==> src/rtl/pc_fetch_unit.sv <==
// Fetch stage: PC register, IF/ID pipeline register, redirect/stall flush and HALT freeze.
// Optional single-step port enabled by `define PC_FETCH_STEP_EN.
module pc_fetch_unit #(
   parameter int unsigned      NBITS       = 32,
   parameter logic [NBITS-1:0] RESET_PC    = '0,
   parameter logic [NBITS-1:0] HALT_OPCODE = '1
) (
   input  logic             i_clk,
   input  logic             i_reset,
   input  logic             i_Enable,
`ifdef PC_FETCH_STEP_EN
   input  logic             i_Step,
`endif
   input  logic             i_Stall,
   input  logic             i_Redirect,
   input  logic [NBITS-1:0] i_RedirectPC,
   input  logic [NBITS-1:0] i_Instr,
   output logic [NBITS-1:0] o_PC,
   output logic [NBITS-1:0] o_PCPlus4,
   output logic [NBITS-1:0] o_IF_Instr,
   output logic [NBITS-1:0] o_IF_PCPlus4,
   output logic             o_IF_Valid,
   output logic             o_Halted
);

   localparam logic StRun    = 1'b0;
   localparam logic StHalted = 1'b1;

   logic             state_q, state_d;
   logic [NBITS-1:0] pc_q, pc_d;
   logic [NBITS-1:0] if_instr_q, if_instr_d;
   logic [NBITS-1:0] if_pcplus4_q, if_pcplus4_d;
   logic             if_valid_q, if_valid_d;
   logic [NBITS-1:0] pc_plus4;
   logic             go, active, do_redirect, do_advance, halt_hit;

   // Target low bits are dropped; PC stays word aligned.
   logic unused_redirect_lsbs;
   assign unused_redirect_lsbs = ^i_RedirectPC[1:0];

   assign pc_plus4 = pc_q + NBITS'(4);

`ifdef PC_FETCH_STEP_EN
   assign go = i_Enable | i_Step;
`else
   assign go = i_Enable;
`endif

   assign active      = go && (state_q == StRun);
   assign do_redirect = active && i_Redirect;
   assign do_advance  = active && !i_Redirect && !i_Stall;
   assign halt_hit    = do_advance && (i_Instr == HALT_OPCODE);

   always_comb begin
      state_d      = state_q;
      pc_d         = pc_q;
      if_instr_d   = if_instr_q;
      if_pcplus4_d = if_pcplus4_q;
      if_valid_d   = if_valid_q;
      if (do_redirect) begin
         pc_d         = {i_RedirectPC[NBITS-1:2], 2'b00};
         if_instr_d   = '0;
         if_pcplus4_d = '0;
         if_valid_d   = 1'b0;
      end else if (do_advance) begin
         if_instr_d   = i_Instr;
         if_pcplus4_d = pc_plus4;
         if_valid_d   = 1'b1;
         // HALT is latched into IF/ID but the PC parks on it.
         if (halt_hit) begin
            state_d = StHalted;
         end else begin
            pc_d = pc_plus4;
         end
      end
   end

   always_ff @(posedge i_clk or posedge i_reset) begin
      if (i_reset) begin
         state_q      <= StRun;
         pc_q         <= RESET_PC;
         if_instr_q   <= '0;
         if_pcplus4_q <= '0;
         if_valid_q   <= 1'b0;
      end else begin
         state_q      <= state_d;
         pc_q         <= pc_d;
         if_instr_q   <= if_instr_d;
         if_pcplus4_q <= if_pcplus4_d;
         if_valid_q   <= if_valid_d;
      end
   end

   assign o_PC         = pc_q;
   assign o_PCPlus4    = pc_plus4;
   assign o_IF_Instr   = if_instr_q;
   assign o_IF_PCPlus4 = if_pcplus4_q;
   assign o_IF_Valid   = if_valid_q;
   assign o_Halted     = (state_q == StHalted);

endmodule
==> config.mk <==
export PLATFORM = sky130hd
export DESIGN_NAME = pc_fetch_unit
export DESIGN_NICKNAME = d
export VERILOG_FILES = /design/src/rtl/pc_fetch_unit.sv
export SDC_FILE = /design/constraint.sdc
export NUM_CORES = 1
export LEC_CHECK = 0
export CAP_MARGIN = 25
export CORE_MARGIN = 10
export CORE_UTILIZATION = 39
export DETAILED_ROUTE_END_ITERATION = 8
export GPL_ROUTABILITY_DRIVEN = 0
export PLACE_DENSITY = 0.76
export SYNTH_ARGS = -nofsm -noshare
export SYNTH_HDL_FRONTEND = slang
export SYNTH_SLANG_ARGS = --single-unit
==> constraint.sdc <==
create_clock -name i_clk -period 3.14 [get_ports i_clk]
set_input_delay 0.628 -clock i_clk [delete_from_list [all_inputs] [get_ports i_clk]]
set_output_delay 0.628 -clock i_clk [all_outputs]
set_load 0.02 [all_outputs]
* Word-level counts from Yosys, hierarchy flattened *
Cells that the tools add are included.

operators by class
  shift operators = 0
  $lt $le $gt $ge = 0
  multipliers = 0
  multiplexer cells = 9
  reduce and logical (&&, ||, !) cells = 10
  add/subtract/negate cells = 1
  bitwise gates (word level) = 2
  divide/modulo/power cells = 0
  eq/ne operators = 2

operators with widths
  kind                                            number
  two-way mux 32 bit                              7
  adder 32 x 3 -> 32 bit (second input constant)  1
  equality test 32 bit (second input constant)    1
  logical AND 1 bit                               5
  AND reduction 3 bit                             1
  logical NOT 1 bit                               2
  two-way mux 1 bit                               2
  inequality test 2 bit (second input constant)   1
  NOT 1 bit                                       2
  AND reduction 2 bit                             1
  nonzero test 2 bit                              1

storage, ports and cells
  input bits = 69
  register bits after elaboration = 98
  bits in latches = 0
  bits in read-only memories = 0
  output and inout port bits = 130
  word-level logic and storage cells = 29
  RAM bits = 0
  memories = 0

* Longest topological paths before layout *
Gate-level depths: netlist of the first run.

  depth after elaboration = 8
  mapped depth = 7
  gate-level depth less buffers = 6

* Worst setup path after synthesis of the first run *
Ideal clock, no wire load.

  path kind = register to output
  start point = register pc_q[2], in the netlist o_PC[2]
  end point = output port o_PCPlus4[30]
  stages on the path, launching flop included = 6
  path slack = 0.282 ns
  arrival = 2.230 ns
  required time = 2.512 ns
  buffers on the path = 0
  cells stage by stage = dfrtp_1 ha_1 nand3_1 or4_4 nor3_1 xor2_1

on the way
  word-level cells in the longest chain between the ends = 1

ends and longest elaborated chain
  item                      RTL line  source
  start: declaration        30        logic [NBITS-1:0] pc_q, pc_d;
  start signal: assignment  87        pc_q <= pc_d;
  adder 32 x 3 -> 32 bit    41        assign pc_plus4 = pc_q + NBITS'(4);
  end: declaration          19        output logic [NBITS-1:0] o_PCPlus4,

Every way passes these cells.

* Worst setup path in the final report of the first run *
  start point = register pc_q[6], in the netlist o_PC[6]
  end point = output port o_PCPlus4[13]

Same word-level chain as after synthesis.

==> flow_summary.yaml, run 1 <==
outcome:
  status: "completed"
setup_path:
  max_stage_delay_ns: 0.65
  crit_path_cell_trace: "buf_4, and4_1, nand4_1, xnor2_2, clkdlybuf4s50_1"
  worstPathMaxFanout: 7
  crit_type: "flip-flop to output port"
  critPathCaptureType: "output port"
  startpoint_type: "flip-flop"
  r2r_slack_ns: 0.82
  worstPathArrival_ns: 2.41
  crit_required_ns: 2.51
  cp_slowest_cell: "clkdlybuf4s50_1"
place:
  placed_cells: 894
  hpwl_um: 14200
  portBuffers: 192
  dp_slack_ns: 0.115
global_route:
  grt_pass1_vias: 5232
  grt_max_degree: 54
  grtUsageTotal_pct: 20.4
  grt_first_pass_wirelength_um: 29000
  grt_antenna_before_repair: 0
  gr-total-overflow: 0
detailed_routing:
  first_pass_iters: 5
  wl_per_cell_um: 20.0
  first_iter_violations: 470
  drtAntennaViolNets: 0
  drc: 0
  wirelength_um: 18200
  via_count: 5008
  viasPerCell: 5.50
yosys:
  netlist_area_sq_um: 4880
  ys_ff_latch: 95
  synth_edf_count: 0
  synthFlopType: "dfrtp_1"
  ys_seq_area_share_pct: 48.7
  ys_types: 57
  postSynth.asyncResetShare_pct: 100
  ys_warn_count: 0
  syn_area_per_cell_sq_um: 9.38
  postSynthCellCount: 520
cts:
  htreeDepth: 3
  clkSinkCount: 95
  cts_buffers: 9
  cts_tree: "built"
  root_buffer: "clkbuf_16"
  cts.path.max_buffers: 2
  clock_latency_ns: 0.35
  path_clk_slew_ns: 0.06
sta:
  relSlewSlack_pct: 38.2
  finalCritPeriodShare_pct: 96.6
  max_freq_ghz: 0.330
  slew_viol_final: 0
  worstMarginPinSlew_ns: 0.927
  setup_violations: 0
  period_minus_slack_ns: 3.03
  fin_worst_skew_ns: 0.00834
  layout_setup_ws_ns: 0.105
  whs_ns: 0.480
  hold_viol: 0
floorplanning:
  coreArea_sq_um: 12100
  placementRows: 40
  die_width_um: 132
  initial_utilization_pct: 40.3
  dieArea_sq_um: 17400
  pin_count: 199
  dieHeight_um: 132
final_layout:
  fin_cells: 910
  layout.nets: 808
  final_core_util_pct: 61.9
  antennaDiodeCount: 0
  area_delta_synth_final_pct: 53.8
  drive_gt1_share_pct: 10.9
pwr:
  power.density_nw_per_um2: 522
  p_leak_nw: 3.34
  finalPower_mw: 3.92
  ir_drop_mv: 0.263
run:
  cap_violations: 0
worst_hold_path:
  worst_hold_path_type: "flip-flop to flip-flop"
[critical path: cells and delay by family, from the launching register on]
kind | cells | cell delay (ns)
XOR/XNOR | 1 | 0.28
buffers and inverters | 2 | 0.83
flip-flops | 1 | 0.40
AND/OR/NAND/NOR | 2 | 0.56
[final cells by class]
| cell class | count | area (sq um) |
|---|---|---|
| Clock buffer | 14 | 254 |
| Clock inverter | 1 | 5.00 |
| Fill cell | 1097 | 4610 |
| Inverter | 6 | 25.0 |
| Multi-Input combinational cell | 385 | 2340 |
| Sequential cell | 95 | 2380 |
| Tap cell | 168 | 210 |
| Timing Repair Buffer | 241 | 2290 |
[power by group]
part	internal [mW]	total [mW]	switching (mW)
registers	1.37	1.48	0.117
logic	0.658	1.42	0.767
clock network	0.555	1.01	0.457
total	2.58	3.92	1.34
[synthesized netlist by cell type (3+ instances only)]
| master | count | share of area (%) |
|---|---|---|
| o21ai_0 | 11 | 1.1 |
| a21oi_1 | 16 | 1.6 |
| nor4_2 | 4 | 1.0 |
| a22o_1 | 23 | 4.1 |
| a31oi_1 | 15 | 1.9 |
| buf_4 | 6 | 0.92 |
| o211ai_1 | 3 | 0.46 |
| or4_1 | 5 | 0.77 |
| nor4_1 | 3 | 0.38 |
| nand2_1 | 102 | 7.9 |
| buf_2 | 3 | 0.31 |
| nand3_1 | 46 | 4.7 |
| and4_1 | 3 | 0.54 |
| dfrtp_1 | 95 | 49 |
| nor3_1 | 5 | 0.51 |
| xnor2_1 | 22 | 4.0 |
| nor2_1 | 27 | 2.1 |
| inv_1 | 5 | 0.38 |
| clkbuf_1 | 26 | 2.0 |
| xor2_1 | 11 | 2.0 |
| mux2_2 | 3 | 0.69 |
| and3_1 | 13 | 1.7 |
| a21o_1 | 4 | 0.62 |
| or3_1 | 5 | 0.64 |
| o31ai_1 | 7 | 1.1 |
| nand4_1 | 20 | 2.6 |
[kinds of logic after synthesis]
kind of cell	share of synthesized area, %
AND/OR/NAND/NOR	26.0
AO/OA/AOI/OAI	14.1
flip-flops	48.7
buffers and inverters	4.03
XOR/XNOR	5.93
multiplexers	0.898
adder cells (fa/ha/maj)	0.257
other	0.0769
[registers in the layout (all words and copies together), names as in the netlist]
name and flops:
o_IF_Instr 32, o_IF_PCPlus4 31, o_PC 30, o_Halted 1, o_IF_Valid 1
[stage by stage]
step	TNS (ns)	cell area, sq um
after floorplan	0	4890
after global placement	0	7240
after detailed placement	0	7240
after CTS	0	7480
after global routing	-0.000862	7500
final	0	7500
[routing by layer]
layer | GRT usage (%) | share of wire [%]
met1 | 24.4 | 41
met2 | 33.2 | 48
met3 | 7.51 | 9.4
met4 | 6.67 | 2.1
met5 | 0 | 0
[cells in the final DEF (no fill, tap or decap), drive strengths merged, types with 4 or more instances in the layout]
cell type	instances
a21o	4
a21oi	16
a22o	23
a31oi	15
and3	13
buf	49
clkbuf	16
clkdlybuf4s50	174
conb	4
dfrtp	95
dlygate4sd2	14
inv	5
nand2	102
nand3	47
nand4	22
nor2	27
nor3	5
nor4	8
o21ai	13
o31ai	8
or3	5
or4	6
xnor2	22
xor2	11
[final timing paths]
check | startpoint | depth (start not counted) | end
max | o_PC[6] | 5 | o_PCPlus4[13]
min | o_IF_Valid | 2 | o_IF_Valid
max reg2reg | o_PC[12] | 9 | o_PC[28]
min reg2reg | o_IF_Valid | 2 | o_IF_Valid
max in group asynchronous | i_reset | 3 | o_IF_PCPlus4[23]
min in group asynchronous | i_reset | 2 | o_IF_Instr[16]
[repair_timing]
item,4_1_cts,5_1_grt
hold buffers,0,0
gates cloned,0,0
setup buffers,0,1
setup endpoints to repair,16,10
pin swaps,0,1
gates resized for setup,17,8
(Power assumes the default switching activity.)
==> run 2: changes to the inputs <==
- CORE_UTILIZATION: 39 -> 40
- CTS_BUF_LIST: unset -> sky130_fd_sc_hd__clkbuf_4 sky130_fd_sc_hd__clkbuf_8
- PLACE_DENSITY: 0.76 -> 0.77
==> run 2 against run 1 <==
  * Worst hold slack improved by 0.026 ns
  * Non-clock buffer count fell by 2
  * Wire length fell by 0.84%
  * Count of clock-buffer cells in the layout fell by 4
  * Final area fell by 1.8%
  * Combinational power barely moved
  * Core utilization fell by 0.34 points
  * Final cell count fell by 2.6%
  * Power fell by 4.8%
  * Worst setup slack improved by 0.032 ns
  * Critical endpoint is now o_PCPlus4[22]
==> flow_summary.yaml, run 2 (synthesis gave the netlist of run 1 again) <==
detailed_routing:
  via_count: 4948
  viasPerCell: 5.58
  first_iter_violations: 470
  first_pass_iters: 5
  wl_per_cell_um: 20.4
  wirelength_um: 18000
  drc: 0
  drtAntennaViolNets: 0
cts:
  htreeDepth: 3
  cts.path.max_buffers: 2
  cts_tree: "built"
  root_buffer: "clkbuf_8"
  clkSinkCount: 95
  cts_buffers: 9
  path_clk_slew_ns: 0.09
  hold_buffers: 0
  clock_latency_ns: 0.38
sta:
  finalCritPeriodShare_pct: 95.6
  layout_setup_ws_ns: 0.137
  setup_violations: 0
  period_minus_slack_ns: 3.00
  hold_viol: 0
  max_freq_ghz: 0.333
  rsz0062_at_grt: "false"
  fin_worst_skew_ns: 0.0134
  relSlewSlack_pct: 37.4
  worstMarginPinSlew_ns: 0.939
  fin_tns_setup_ns: 0
  slew_viol_final: 0
setup_path:
  crit_required_ns: 2.51
  crit_start: "o_PC[3]"
  worstPathMaxFanout: 3
  crit_type: "flip-flop to output port"
  r2r_cells: 8
  timing.rr.start: "o_PC[3]"
  crit_family: "simple AND/OR/NAND/NOR gates"
  worstPathArrival_ns: 2.37
  cp.depth: 7
  cp_slowest_cell: "dfrtp_1"
  crit_path_cell_trace: "ha_1, nand3_1, buf_4, nor4_4, nand2_1, xnor2_1, dlygate4sd2_1"
  max_stage_delay_ns: 0.37
  rr_endpoint: "o_PC[28]"
  startpoint_type: "flip-flop"
  path_buf_inv: 2
  worstSetupEndpoint: "o_PCPlus4[22]"
  r2r_slack_ns: 0.85
  critPathCaptureType: "output port"
pwr:
  power.density_nw_per_um2: 506
  ir_drop_mv: 0.338
  p_leak_nw: 3.30
worst_hold_path:
  worst_hold_path_type: "flip-flop to flip-flop"
outcome:
  status: "completed"
place:
  hpwl_um: 14000
  portBuffers: 192
  dp_slack_ns: 0.133
  placed_cells: 871
final_layout:
  largest_reg_flops: 32
  final_cell_mix: "clkdlybuf4s50_1 (172), nand2_1 (102), dfrtp_1 (95), nand3_1 (46), buf_4 (46)"
  antennaDiodeCount: 0
  layout.nets: 806
  area_delta_synth_final_pct: 51.1
  final_core_util_pct: 61.6
  drive_gt1_share_pct: 11.5
  fin_cells: 886
  final_common_cell: "clkdlybuf4s50_1"
floorplanning:
  dieHeight_um: 130
  coreArea_sq_um: 12000
  initial_utilization_pct: 40.8
  die_width_um: 130
  pin_count: 199
  placementRows: 40
  dieArea_sq_um: 17000
global_route:
  grtUsageTotal_pct: 21.1
  grt_antenna_before_repair: 0
  grt_max_degree: 96
  gr-total-overflow: 0
  grt_pass1_vias: 5125
  grt_first_pass_wirelength_um: 28200
run:
  cap_violations: 0
[run 2: changes by cell type in the layout (fill, tap and decap cells not counted), sizes merged]
cell / previous run / this run
clkbuf: 16 / 15
dlymetal6s2s: 2 / 4
clkdlybuf4s50: 174 / 172
clkinvlp: 0 / 1
buf: 49 / 47
dlygate4sd2: 14 / 11
bufinv: 0 / 1
clkinv: 2 / 3
[run 2: per-layer routing]
metal  track usage, %  share of wire [%]
met1             25.2                 39
met2             34.8                 48
met3             8.54                 12
met4             5.30                1.2
met5                0                  0
[run 2: worst reg2reg max path, delay by kind of cell (launching register included)]
family | cells | cell delay, ns
compound gates | 1 | 0.17
fa+ha+maj | 1 | 0.18
buf+inv | 2 | 0.40
flops | 1 | 0.37
simple gates | 4 | 1.10
[run 2: per-stage QoR]
step | instance area (sq um) | total power [mW] | hold slack (ns)
floorplan | 4890 | 2.18 | 0.591
global placement | 7190 | 2.92 | 0.462
detailed placement | 7190 | 2.95 | 0.488
CTS | 7350 | 3.74 | 0.509
global route | 7370 | 3.90 | 0.528
finish | 7370 | 3.73 | 0.506
[run 2: worst min-delay path by stage]
stage | end | cells after the start | start | slack (ns)
floorplan | o_IF_Valid | 2 | o_IF_Valid | 0.59
finish | o_IF_Instr[22] | 2 | o_IF_Instr[22] | 0.51
CTS | o_IF_Instr[22] | 2 | o_IF_Instr[22] | 0.51
global route | o_IF_PCPlus4[8] | 1 | o_IF_PCPlus4[8] | 0.53
global placement | o_IF_Valid | 2 | o_IF_Valid | 0.46
detailed placement | o_IF_Valid | 2 | o_IF_Valid | 0.49
[run 2: area by class of cell]
cell class                 count  area, sq um
clock buffer                  10          138
clock inverter                 4         47.5
fill                        1015         4590
inverter                       6         25.0
multi-input combinational    385         2340
sequential                    95         2380
tap                          147          184
timing repair buffer         239         2260
[run 2: power breakdown]
group,switching [mW],internal (mW)
combinational,0.776,0.657
clock,0.444,0.379
sequential,0.110,1.36
[run 2: what timing repair did]
action / in CTS / in global routing
setup endpoints to repair: 16 / 11
pin swaps: 0 / 1
resized for setup: 17 / 16
buffers inserted: 0 / 1
